===== src/rtl/alarm_pkg.sv =====
// Shared definitions for the alarm controller: state encodings, chirp periods
// and a small helper for sizing the delay counter.
package alarm_pkg;

  typedef enum logic [2:0] {
    ST_DISARMED  = 3'd0,
    ST_EXIT_DLY  = 3'd1,
    ST_ARMED     = 3'd2,
    ST_ENTRY_DLY = 3'd3,
    ST_ALARM     = 3'd4
  } state_e;

  localparam int unsigned CHIRP_EXIT_TICKS  = 500;
  localparam int unsigned CHIRP_ENTRY_TICKS = 125;

  function automatic int unsigned max3(input int unsigned a,
                                       input int unsigned b,
                                       input int unsigned c);
    int unsigned m;
    m = (a > b) ? a : b;
    return (m > c) ? m : c;
  endfunction

endpackage


===== src/rtl/motion_debounce.sv =====
// Motion input conditioning: 2-FF synchronizer followed by a tick-based filter
// that asserts only after DEB_MS consecutive high ticks.
module motion_debounce #(
  parameter int unsigned DEB_MS = 20
) (
  input  logic clk,
  input  logic reset,
  input  logic tick,
  input  logic clr,
  input  logic motion_raw,
  output logic motion
);

  localparam int unsigned CNT_W = (DEB_MS > 0) ? $clog2(DEB_MS + 1) : 1;
  localparam logic [CNT_W-1:0] CNT_FULL = CNT_W'(DEB_MS);

  logic [1:0]       sync_q, sync_d;
  logic [CNT_W-1:0] cnt_q, cnt_d;

  // Any low synchronized sample restarts the filter; the count saturates.
  always_comb begin
    sync_d = {sync_q[0], motion_raw};
    cnt_d  = cnt_q;
    if (clr || !sync_q[1]) begin
      cnt_d = '0;
    end else if (tick && (cnt_q != CNT_FULL)) begin
      cnt_d = cnt_q + 1'b1;
    end
  end

  always_ff @(posedge clk or negedge reset) begin
    if (!reset) begin
      sync_q <= '0;
      cnt_q  <= '0;
    end else begin
      sync_q <= sync_d;
      cnt_q  <= cnt_d;
    end
  end

  assign motion = (cnt_q == CNT_FULL);

endmodule


===== src/rtl/alarm_ctrl.sv =====
// Burglar-alarm controller: button sync/edge detect, 1 ms tick, delay FSM.
// Define ALARM_CTRL_CHIRP_EN to make the buzzer chirp during exit/entry delays.
module alarm_ctrl
  import alarm_pkg::*;
#(
  parameter int unsigned TICK_DIV = 50000,
  parameter int unsigned EXIT_MS  = 10000,
  parameter int unsigned ENTRY_MS = 5000,
  parameter int unsigned ALARM_MS = 60000,
  parameter int unsigned DEB_MS   = 20
) (
  input  logic       clk,
  input  logic       reset,
  input  logic       arm_req,
  input  logic       disarm_req,
  input  logic       motion_detected,
  output logic       buzzer,
  output logic       armed_led,
  output logic [2:0] state_o
);

  localparam int unsigned TICK_W  = (TICK_DIV > 1) ? $clog2(TICK_DIV) : 1;
  localparam int unsigned MAX_DLY = max3(EXIT_MS, ENTRY_MS, ALARM_MS);
  localparam int unsigned DLY_W   = $clog2(MAX_DLY + 1);

  localparam logic [TICK_W-1:0] TICK_LAST  = TICK_W'(TICK_DIV - 1);
  localparam logic [DLY_W-1:0]  EXIT_LAST  = DLY_W'(EXIT_MS - 1);
  localparam logic [DLY_W-1:0]  ENTRY_LAST = DLY_W'(ENTRY_MS - 1);
  localparam logic [DLY_W-1:0]  ALARM_LAST = DLY_W'(ALARM_MS - 1);

  state_e             state_q, state_d;
  logic [DLY_W-1:0]   delay_cnt_q, delay_cnt_d;
  logic [TICK_W-1:0]  tick_cnt_q, tick_cnt_d;
  logic [1:0]         arm_sync_q, arm_sync_d;
  logic [1:0]         disarm_sync_q, disarm_sync_d;
  logic               arm_prev_q, arm_prev_d;
  logic               disarm_prev_q, disarm_prev_d;
  logic               buzzer_q, buzzer_d;
  logic               armed_led_q, armed_led_d;
  logic               tick, arm_rise, disarm_rise, motion, deb_clr;

`ifdef ALARM_CTRL_CHIRP_EN
  localparam int unsigned CHIRP_W = $clog2(CHIRP_EXIT_TICKS + 1);
  logic [CHIRP_W-1:0] chirp_cnt_q, chirp_cnt_d;
  logic [CHIRP_W-1:0] chirp_last;
`endif

  motion_debounce #(
    .DEB_MS(DEB_MS)
  ) u_motion_debounce (
    .clk       (clk),
    .reset     (reset),
    .tick      (tick),
    .clr       (deb_clr),
    .motion_raw(motion_detected),
    .motion    (motion)
  );

  assign tick        = (tick_cnt_q == TICK_LAST);
  assign arm_rise    = arm_sync_q[1] & ~arm_prev_q;
  assign disarm_rise = disarm_sync_q[1] & ~disarm_prev_q;

  always_comb begin
    tick_cnt_d    = tick ? '0 : tick_cnt_q + 1'b1;
    arm_sync_d    = {arm_sync_q[0], arm_req};
    disarm_sync_d = {disarm_sync_q[0], disarm_req};
    arm_prev_d    = arm_sync_q[1];
    disarm_prev_d = disarm_sync_q[1];
    state_d       = state_q;
    delay_cnt_d   = delay_cnt_q;
    deb_clr       = 1'b0;

    // Timer expiry is checked before motion, so expiry wins a tie.
    case (state_q)
      ST_DISARMED: begin
        if (arm_rise) begin
          state_d     = ST_EXIT_DLY;
          delay_cnt_d = '0;
        end
      end
      ST_EXIT_DLY: begin
        if (tick) begin
          if (delay_cnt_q == EXIT_LAST) begin
            state_d     = ST_ARMED;
            delay_cnt_d = '0;
          end else begin
            delay_cnt_d = delay_cnt_q + 1'b1;
          end
        end
      end
      ST_ARMED: begin
        if (motion) begin
          state_d     = ST_ENTRY_DLY;
          delay_cnt_d = '0;
        end
      end
      ST_ENTRY_DLY: begin
        if (tick) begin
          if (delay_cnt_q == ENTRY_LAST) begin
            state_d     = ST_ALARM;
            delay_cnt_d = '0;
          end else begin
            delay_cnt_d = delay_cnt_q + 1'b1;
          end
        end
      end
      ST_ALARM: begin
        if (tick) begin
          if (delay_cnt_q == ALARM_LAST) begin
            state_d     = ST_ARMED;
            delay_cnt_d = '0;
            deb_clr     = 1'b1;
          end else begin
            delay_cnt_d = delay_cnt_q + 1'b1;
          end
        end
      end
      default: begin
        state_d     = ST_DISARMED;
        delay_cnt_d = '0;
      end
    endcase

    if (disarm_rise && (state_q != ST_DISARMED)) begin
      state_d     = ST_DISARMED;
      delay_cnt_d = '0;
    end

    armed_led_d = (state_d != ST_DISARMED);

`ifdef ALARM_CTRL_CHIRP_EN
    chirp_last  = (state_q == ST_EXIT_DLY) ? CHIRP_W'(CHIRP_EXIT_TICKS - 1)
                                           : CHIRP_W'(CHIRP_ENTRY_TICKS - 1);
    chirp_cnt_d = chirp_cnt_q;
    buzzer_d    = (state_d == ST_ALARM);
    if ((state_d == ST_EXIT_DLY) || (state_d == ST_ENTRY_DLY)) begin
      if (state_d != state_q) begin
        buzzer_d    = 1'b1;
        chirp_cnt_d = '0;
      end else begin
        buzzer_d = buzzer_q;
        if (tick) begin
          if (chirp_cnt_q == chirp_last) begin
            buzzer_d    = ~buzzer_q;
            chirp_cnt_d = '0;
          end else begin
            chirp_cnt_d = chirp_cnt_q + 1'b1;
          end
        end
      end
    end
`else
    buzzer_d = (state_d == ST_ALARM);
`endif
  end

  always_ff @(posedge clk or negedge reset) begin
    if (!reset) begin
      state_q       <= ST_DISARMED;
      delay_cnt_q   <= '0;
      tick_cnt_q    <= '0;
      arm_sync_q    <= '0;
      disarm_sync_q <= '0;
      arm_prev_q    <= 1'b0;
      disarm_prev_q <= 1'b0;
      buzzer_q      <= 1'b0;
      armed_led_q   <= 1'b0;
`ifdef ALARM_CTRL_CHIRP_EN
      chirp_cnt_q   <= '0;
`endif
    end else begin
      state_q       <= state_d;
      delay_cnt_q   <= delay_cnt_d;
      tick_cnt_q    <= tick_cnt_d;
      arm_sync_q    <= arm_sync_d;
      disarm_sync_q <= disarm_sync_d;
      arm_prev_q    <= arm_prev_d;
      disarm_prev_q <= disarm_prev_d;
      buzzer_q      <= buzzer_d;
      armed_led_q   <= armed_led_d;
`ifdef ALARM_CTRL_CHIRP_EN
      chirp_cnt_q   <= chirp_cnt_d;
`endif
    end
  end

  assign buzzer    = buzzer_q;
  assign armed_led = armed_led_q;
  assign state_o   = state_q;

endmodule


===== config.mk =====
export PLATFORM = sky130hd
export DESIGN_NAME = alarm_ctrl
export DESIGN_NICKNAME = d
export VERILOG_FILES = /design/src/rtl/alarm_pkg.sv /design/src/rtl/motion_debounce.sv /design/src/rtl/alarm_ctrl.sv
export SDC_FILE = /design/constraint.sdc
export NUM_CORES = 1
export LEC_CHECK = 0
export CAP_MARGIN = 20
export CORE_ASPECT_RATIO = 0.5
export CORE_MARGIN = 2
export CORE_UTILIZATION = 60
export CTS_CLUSTER_SIZE = 40
export DETAILED_ROUTE_END_ITERATION = 12
export PLACE_DENSITY = 0.8
export SYNTH_ARGS = -nofsm -noshare
export SYNTH_HDL_FRONTEND = slang
export SYNTH_HIERARCHICAL = 1
export SYNTH_SLANG_ARGS = --single-unit

===== constraint.sdc =====
create_clock -name clk -period 2.6 [get_ports clk]
set_input_delay 0.26 -clock clk [delete_from_list [all_inputs] [get_ports clk]]
set_output_delay 0.26 -clock clk [all_outputs]
set_load 0.03 [all_outputs]

* Yosys cells after proc, flatten, opt, wreduce, memory -nomap -nowiden *
Index checks and enable logic that the tools add are counted.

cells by class
  add/sub/neg operators = 3
  equality and inequality tests = 16
  multiplexer cells = 26
  bitwise logic cells = 4
  reduce and logical (&&, ||, !) cells = 9

operators with widths
  kind                                                                     count
  16-bit 2-to-1 mux                                                        10
  16-bit case mux with 5 select lines                                      1
  16-bit by 1-bit adder with 16-bit output, second input constant          2
  16-bit equality test, second input constant                              2
  3-bit 2-to-1 mux                                                         9
  16-bit by 13-bit equality test with 1-bit output, second input constant  1
  16-bit by 14-bit equality test with 1-bit output, second input constant  1
  3-bit != test, second input constant                                     5
  3-bit case mux with 5 select lines                                       1
  5-bit 2-to-1 mux                                                         2
  3-bit by 2-bit equality test with 1-bit output, second input constant    2
  3-bit equality test, second input constant                               2
  3-bit nonzero test                                                       2
  5-bit by 1-bit adder with 5-bit output, second input constant            1
  5-bit equality test, second input constant                               1
  5-bit != test, second input constant                                     1
  5-bit AND reduction                                                      1
  3-bit by 1-bit equality test with 1-bit output, second input constant    1
  3-bit logical NOT                                                        1
  1-bit 2-to-1 mux                                                         3
  1-bit bitwise AND                                                        2
  1-bit logical AND                                                        2
  1-bit NOT                                                                2
  2-bit nonzero test                                                       1
  2 further kinds                                                          2

storage, ports and cells
  register bits = 50
  logic and storage cells = 69

* Longest topological paths before layout *
Gate-level depths: netlist (run 1).

  depth after elaboration = 6
  mapped depth = 10
  gate-level depth less buffers = 9

* Hierarchy *
Netlist (run 1), hierarchy kept.

modules (own cells, without submodules)
  module           times used  cells an instance  area each (um^2)  sequential area each (um^2)
  alarm_ctrl       1           231                2185.8            1076.0
  motion_debounce  1           32                 325.3             175.2

* Worst setup path before layout (run 1) *
Ideal clock, no wire load.

  path type = reg2reg
  start point = register tick_cnt_q[0]
  end point = register u_motion_debounce.cnt_q[3]
  setup time = 78 ps
  arrival = 2028 ps
  setup slack = 494 ps
  cell stages (with the launch flop) = 9
  period minus slack after synthesis = 2106 ps
  cell sequence = dfrtp_1 ha_1 and3_1 and4_1 buf_2 clkbuf_1 nand4_1 or3_1 a21oi_1

on the way
  longest elaborated chain between the ends = 5

RTL lines
  item                                                           RTL line               RTL
  start, declared                                                alarm_ctrl.sv:33       logic [TICK_W-1:0] tick_cnt_q, tick_cnt_d;
  start signal, assigned                                         alarm_ctrl.sv:174      tick_cnt_q <= tick_cnt_d;
  16-bit equality test (*)                                       alarm_ctrl.sv:59       assign tick = (tick_cnt_q == TICK_LAST);
  named net tick                                                 alarm_ctrl.sv:40       logic tick, arm_rise, disarm_rise, motion, deb_clr;
  1-bit 2-to-1 mux                                               alarm_ctrl.sv:108      if (tick) begin
  1-bit 2-to-1 mux                                               alarm_ctrl.sv:74       case (state_q)
  1-bit logical OR                                               motion_debounce.sv:24  if (clr || !sync_q[1]) begin
  5-bit 2-to-1 mux / 2-bit nonzero test (equally long branches)  --
  end signal, assigned                                           motion_debounce.sv:37  cnt_q <= cnt_d;
  end, declared                                                  motion_debounce.sv:18  logic [CNT_W-1:0] cnt_q, cnt_d;

The timed path passes the listed nets; every way through them passes the cells marked *.
A chain may end at the register's enable or synchronous reset.

* Worst setup path after layout (run 1) *
  start point = register delay_cnt_q[10]
  end point = register delay_cnt_q[12]

on the way
  longest elaborated chain between the ends = 5

RTL lines
  item                                                                    RTL line                                                RTL
  start, declared                                                         alarm_ctrl.sv:32                                        logic [DLY_W-1:0] delay_cnt_q, delay_cnt_d;
  start signal, assigned                                                  alarm_ctrl.sv:173                                       delay_cnt_q <= delay_cnt_d;
  16-bit by 1-bit adder with 16-bit output, or another cell as far along  alarm_ctrl.sv:87, alarm_ctrl.sv:103, alarm_ctrl.sv:114
  16-bit 2-to-1 mux, on equally long branches                             alarm_ctrl.sv:109, alarm_ctrl.sv:83, alarm_ctrl.sv:99
  16-bit 2-to-1 mux, on equally long branches                             alarm_ctrl.sv:108, alarm_ctrl.sv:82, alarm_ctrl.sv:98
  16-bit case mux with 5 select lines (*)                                 alarm_ctrl.sv:74
  16-bit 2-to-1 mux (*)                                                   alarm_ctrl.sv:124                                       if (disarm_rise && (state_q != ST_DISARMED)) begin

Every way passes the cells marked *; elsewhere a longest branch is shown, timed or not. The select of a mux whose other input is x is not followed.

==> run summary, run 1 <==
Layout Skew: 0.0104 ns
post-synthesis register bit count: 50
clk slew on worst S/H paths: 0.09 ns
First-pass DRT Iterations: 5
DR WL/cell: 14.9 um
Initial Utilization: 63.4%
multi-input logic area: 1180 um2
r2r setup slk: 0.41 ns
Via density: 6.07
Via Count: 2008
final period utilization: 84.2%
pwr/cell area: 540 nW/um2
Final GP Congestion: 0.975
clock sinks: 50
Rows: 16
Seq pwr share: 55.6%
Final Instance Count excl. Fillers: 331
syn avg cell area: 9.55 um2
initial drt markers: 186
Post-Synthesis Cell Area: 2510 um2
top-area cell type share of the netlist area: 49.8%
# IOs: 10
pin count of the biggest net entering global routing: 51
Worst Tran Pin Value: 0.615 ns
Post-synth EDFFs: 0
Synth area leaders: dfrtp_1 (50%), nor2_1 (5.1%), nand3_1 (4.8%)
worst slew margin relative to its limit: 59.0%
min Tclk post-route: 2.19 ns
asr flop ratio synth: 100%
Final Hold Vio Count: 0
Comb power frac: 12.3%
RR Endpoint: delay_cnt_q[12]
Overflow after GRT: 0
Critical Path Fanout Max: 8
residual antenna-violating net count after detailed routing: 0
antenna fix cells: 0
Area Overhead vs Synth: 9.87%
clock share of power: 32.1%
status: completed
crit path capture type: flip-flop
Net Sw Frac: 26.8%
vias in the first global route: 1875
Placed Cells: 323
DPL Wire Length: 3420 um
core area: 3960 um2
fill count: 297
Total Wirelength: 4940 um
P_int: 0.00109 W
Setup Viol. Count Final: 0
All-Layer GR Usage: 23.2%
drt drc: 0
HP Class: in -> async
Switch Pwr: 0.000399 W
Post-CTS Hold Buffers: 0
Setup crit start kind: flip-flop
buffer count from post-CTS setup fixing: 0
H-tree Lvls: 2
R2R depth: 6
worst-case vdd ir drop: 0.283 mV
clk_lat worst skew: 0.31 ns
Setup TNS: 0 ns
Static Leak: 1.21 nW
die height: 49.7 um
crit path DAT: 2.37 ns
Ys Warns: 6
first-pass GRT wire length: 8510 um
Slew Viols, Final: 0
sequential share of the synthesized area: 49.8%
largest area contributor in the netlist: dfrtp_1
worst-case clock buffer depth: 2
CP required: 2.79 ns
layout cells sized above 1: 6.86%
nets: 285
Fmax: 457 MHz
Max-Cap Viols: 0
Num CTS Buffers: 5
initial antenna violation count: 0
Syn Inst Count: 263
Sequential Area: 1250 um2
worst r2r src: delay_cnt_q[10]
Synth Flop Type: dfrtp_1
Synth cell types: 48
die width: 95.5 um
CTS tree: done
Root Driver: clkbuf_8
Port Buffers: 9
Die ar.: 4750 um2
syn_nets: 272
post-cts resize count: 0
critical path type: reg -> reg
RSZ-0062 raised after global routing: no
synth_stat cells (4+ instances only):
master and count:
xor2_1 12, a21oi_1 10, a22o_1 7, nor2_1 34, inv_1 9, dfrtp_1 50, o21ai_1 4, a21o_1 6
clkbuf_1 4, o21ai_0 7, o311ai_1 5, nor3_1 8, nand4_1 7, ha_1 4, nand2_1 21, nand3_1 24
sequential cells by signal, summed over array words and instances (netlist names):
signal / cells
delay_cnt_q: 16
tick_cnt_q: 16
u_motion_debounce/cnt_q: 5
state_o: 3
arm_sync_q: 2
disarm_sync_q: 2
u_motion_debounce/sync_q: 2
arm_prev_q: 1
armed_led: 1
buzzer: 1
disarm_prev_q: 1
worst max-delay path by stage:
stage                                     from                          to  cells after the start
floorplan                        tick_cnt_q[0]  u_motion_debounce/cnt_q[3]                      8
global placement               delay_cnt_q[11]              delay_cnt_q[9]                      6
detailed placement             delay_cnt_q[11]              delay_cnt_q[9]                      6
CTS                 u_motion_debounce/cnt_q[0]             delay_cnt_q[15]                      9
global route                    tick_cnt_q[12]                  state_o[2]                      7
finish                         delay_cnt_q[10]             delay_cnt_q[12]                      6
cells in the final DEF (no fill, tap or decap), types with 4 or more instances in the layout:
master,Yosys,routed
nor2_1,34,34
o21ai_1,4,4
ha_1,4,4
clkdlybuf4s50_1,0,8
nand3_1,24,24
clkbuf_8,0,6
a21oi_1,10,10
buf_4,0,5
o21ai_0,7,7
nor3_1,8,8
a21o_1,6,6
nand4_1,7,7
a22o_1,7,7
xor2_1,12,12
dfrtp_1,50,50
inv_1,9,9
nand2_1,21,21
o311ai_1,5,5
metrics by stage:
stage | util, % | worst slack (ns) | power, W | instance area, um2 | hold WS (ns)
floorplan | - | 0.494 | 0.000959 | 2510 | -0.0356
global placement | 67.1 | 0.460 | 0.00102 | 2660 | 0.333
detailed placement | 67.1 | 0.452 | 0.00103 | 2660 | 0.335
CTS | 69.6 | 0.440 | 0.00150 | 2760 | 0.0653
global route | 69.6 | 0.188 | 0.00156 | 2760 | 0.106
finish | 69.6 | 0.412 | 0.00149 | 2760 | 0.0414
cell families after synthesis:
| kind of cell | after synthesis | share of synthesized area [%] |
|---|---|---|
| adder cells (fa/ha/maj) | 4 | 1.99 |
| buffers and inverters | 18 | 3.14 |
| AO/OA/AOI/OAI | 51 | 14.0 |
| XOR/XNOR | 15 | 5.23 |
| flip-flops | 50 | 49.8 |
| AND/OR/NAND/NOR | 125 | 25.8 |
power by group through the flow:
stage	Combinational [W]	Sequential, W	Clock, W
floorplan	0.000110	0.000849	0
global placement	0.000179	0.000840	0
detailed placement	0.000184	0.000842	0
CTS	0.000184	0.000827	0.000492
global route	0.000203	0.000832	0.000523
finish	0.000183	0.000828	0.000477
per-layer routing:
metal  global-route usage (%)  wire [um]  vias up
met5                        0          0        -
met4                     5.95         35        0
met3                     6.12        296        5
met2                     35.6       2230       75
met1                     33.1       2370      960
li1                         -          -      968
cell type report:
| cell class | count | share of cell area, % |
|---|---|---|
| clock buffers | 6 | 2.99 |
| clock inverters | 2 | 0.590 |
| inverters | 10 | 1.36 |
| multi-input cells | 195 | 42.8 |
| flip-flops and latches | 50 | 45.4 |
| well taps | 54 | 2.45 |
| repair buffers | 14 | 4.44 |
critical path, stage by stage, from the launching register on:
cell and delay [ns]:
dfrtp_1 0.46, nand4b_1 0.20, nor4_1 0.31, nand4_1 0.24, a32oi_1 0.38, nor2_1 0.22, a22o_1 0.26
(Power assumes the default switching activity.)
==> run 2, diff against run 1 <==
==> constraint.sdc (replaced) <==
create_clock -name clk -period 2.19 [get_ports clk]
set_input_delay 0.219 -clock clk [delete_from_list [all_inputs] [get_ports clk]]
set_output_delay 0.219 -clock clk [all_outputs]
set_load 0.03 [all_outputs]
==> run 2 against run 1 <==
Against the previous run: combinational power rose by 46%; flip-flop and latch count is the same; routed wire length is 3.1% higher; via count increased by 0.20%; register-to-register slack got worse by 0.32 ns; die area did not move; global-route usage rose by 1.1 points; non-clock buffer count is 7 higher; sequential power up 18%; core utilization is 2.9 points higher; largest cell class unchanged.
==> run summary, run 2 (same netlist as run 1, synthesis figures left out) <==
H-tree Lvls: 2 (unchanged)
HP Class: in -> async (unchanged)
Final GP Congestion: 0.891 (was 0.975)
Comb power frac: 14.9% (was 12.3%)
Switch Pwr: 0.000471 W (was 0.000399 W)
Die ar.: 4750 um2 (unchanged)
clock share of power: 30.6% (was 32.1%)
Net Sw Frac: 26.3% (was 26.8%)
nets: 292 (was 285)
All-Layer GR Usage: 24.3% (was 23.2%)
P_int: 0.00132 W (was 0.00109 W)
DR WL/cell: 15.1 um (was 14.9 um)
DP Area: 2700 um2 (was 2660 um2)
layout cells sized above 1: 11.3% (was 6.86%)
initial drt markers: 139 (was 186)
Num CTS Buffers: 5 (unchanged)
Port Buffers: 9 (unchanged)
CP required: 2.42 ns (was 2.79 ns)
clk slew on worst S/H paths: 0.09 ns (about the same)
r2r setup slk: 0.09 ns (was 0.41 ns)
Root Driver: clkbuf_8 (unchanged)
final period utilization: 95.8% (was 84.2%)
Largest regs: delay_cnt_q x16, tick_cnt_q x16, u_motion_debounce/cnt_q x5 (unchanged)
Final WS setup: 0.0926 ns (was 0.412 ns)
Worst Tran Pin Value: 0.601 ns (was 0.615 ns)
Setup TNS: 0 ns (unchanged)
DPL Wire Length: 3580 um (was 3420 um)
crit path DAT: 2.32 ns (was 2.37 ns)
residual antenna-violating net count after detailed routing: 0 (unchanged)
vias in the first global route: 1899 (was 1875)
worst r2r src: tick_cnt_q[7] (was delay_cnt_q[10])
drt drc: 0 (unchanged)
Critical Path Fanout Max: 19 (was 8)
Fmax: 477 MHz (was 457 MHz)
Max-Cap Viols: 0 (unchanged)
Static Leak: 1.27 nW (was 1.21 nW)
Initial Utilization: 63.4% (unchanged)
Post-CTS Hold Buffers: 0 (unchanged)
total power: 0.00179 W (was 0.00149 W)
Via Count: 2012 (was 2008)
RR Endpoint: buzzer (was delay_cnt_q[12])
critical path type: reg -> reg (unchanged)
Overflow after GRT: 0 (unchanged)
die height: 49.7 um (unchanged)
first-pass GRT wire length: 8830 um (was 8510 um)
Seq pwr share: 54.5% (was 55.6%)
pwr/cell area: 624 nW/um2 (was 540 nW/um2)
worst-case vdd ir drop: 0.404 mV (was 0.283 mV)
Rows: 16 (unchanged)
dpl ws: 0.0237 ns (was 0.452 ns)
crit path capture type: flip-flop (unchanged)
worst-case clock buffer depth: 2 (unchanged)
cell area after layout: 2880 um2 (was 2760 um2)
status: completed (unchanged)
Final Hold Vio Count: 0 (unchanged)
R2R depth: 7 (was 6)
Area Overhead vs Synth: 14.5% (was 9.87%)
# IOs: 10 (unchanged)
pin count of the biggest net entering global routing: 51 (unchanged)
initial antenna violation count: 0 (unchanged)
core area: 3960 um2 (unchanged)
Slew Viols, Final: 0 (unchanged)
Layout Skew: 0.0105 ns (was 0.0104 ns)
clk_lat worst skew: 0.30 ns (was 0.31 ns)
min Tclk post-route: 2.10 ns (was 2.19 ns)
most frequent cells in the layout: dfrtp_1 (50), nor2_1 (33), nand3_1 (24), nand2_1 (21), xor2_1 (12) (was dfrtp_1 (50), nor2_1 (34), nand3_1 (24), nand2_1 (21), xor2_1 (12))
Setup crit start kind: flip-flop (unchanged)
Setup Viol. Count Final: 0 (unchanged)
Via density: 5.95 (was 6.07)
die width: 95.5 um (unchanged)
clock sinks: 50 (unchanged)
CTS tree: done (unchanged)
commonest non-fill, non-tap cell in the layout: dfrtp_1 (unchanged)
Total Wirelength: 5090 um (was 4940 um)
RSZ-0062 raised after global routing: yes (was no)
First-pass DRT Iterations: 4 (was 5)
antenna fix cells: 0 (unchanged)
worst slew margin relative to its limit: 60.0% (was 59.0%)
## run 2: cell type report
type	instances	area (um2)
clock buffer	6	82.6
clock inverter	2	12.5
fill	303	1090
inverter	10	37.5
multi-input combinational	195	1220
sequential	50	1250
tap	54	67.6
timing repair buffer	21	204
## run 2: power by group through the flow
stage,registers [W],logic (W),clock network [W]
3_5_place_dp,0.000996,0.000226,0
6_report,0.000977,0.000268,0.000549
5_1_grt,0.000982,0.000297,0.000612
3_3_place_gp,0.000994,0.000220,0
4_1_cts,0.000978,0.000227,0.000563
2_1_floorplan,0.00101,0.000130,0
## run 2: through the flow
| step | utilization, % | instances | hold slack, ns |
|---|---|---|---|
| finish | 72.5 | 338 | 0.00404 |
| detailed placement | 68.2 | 327 | 0.335 |
| floorplan | - | 263 | -0.0766 |
| CTS | 70.6 | 335 | 0.0184 |
| global placement | 68.2 | 327 | 0.332 |
| global route | 72.5 | 338 | 0.0621 |
## run 2: what timing repair did
item | 4_1_cts | 5_1_grt
endpoints found under the setup margin | 0 | 17
endpoints found under the hold margin | 0 | 0
gates resized for setup | 0 | 9
setup buffers | 0 | 3
## run 2: critical path: stages (launching register included)
cell and delay [ns]:
dfrtp_1 0.43, nor4b_1 0.38, and4_2 0.36, buf_12 0.16
nand3_1 0.10, nor3_1 0.25, nand3b_1 0.15, a21oi_1 0.18
## run 2: worst max path at each step
stage / start / to
floorplan: tick_cnt_q[0] / u_motion_debounce/cnt_q[3]
global route: u_motion_debounce/cnt_q[0] / delay_cnt_q[3]
finish: tick_cnt_q[7] / buzzer
detailed placement: delay_cnt_q[10] / delay_cnt_q[9]
CTS: delay_cnt_q[10] / delay_cnt_q[9]
global placement: delay_cnt_q[10] / delay_cnt_q[9]
## run 2: metal layers
| metal | routed length [um] | up-vias | track usage, % |
|---|---|---|---|
| met5 | 0 | - | 0 |
| met4 | 52 | 0 | 8.33 |
| met3 | 246 | 6 | 5.81 |
| met2 | 2400 | 52 | 37.2 |
| met1 | 2390 | 972 | 34.3 |
| li1 | - | 982 | - |
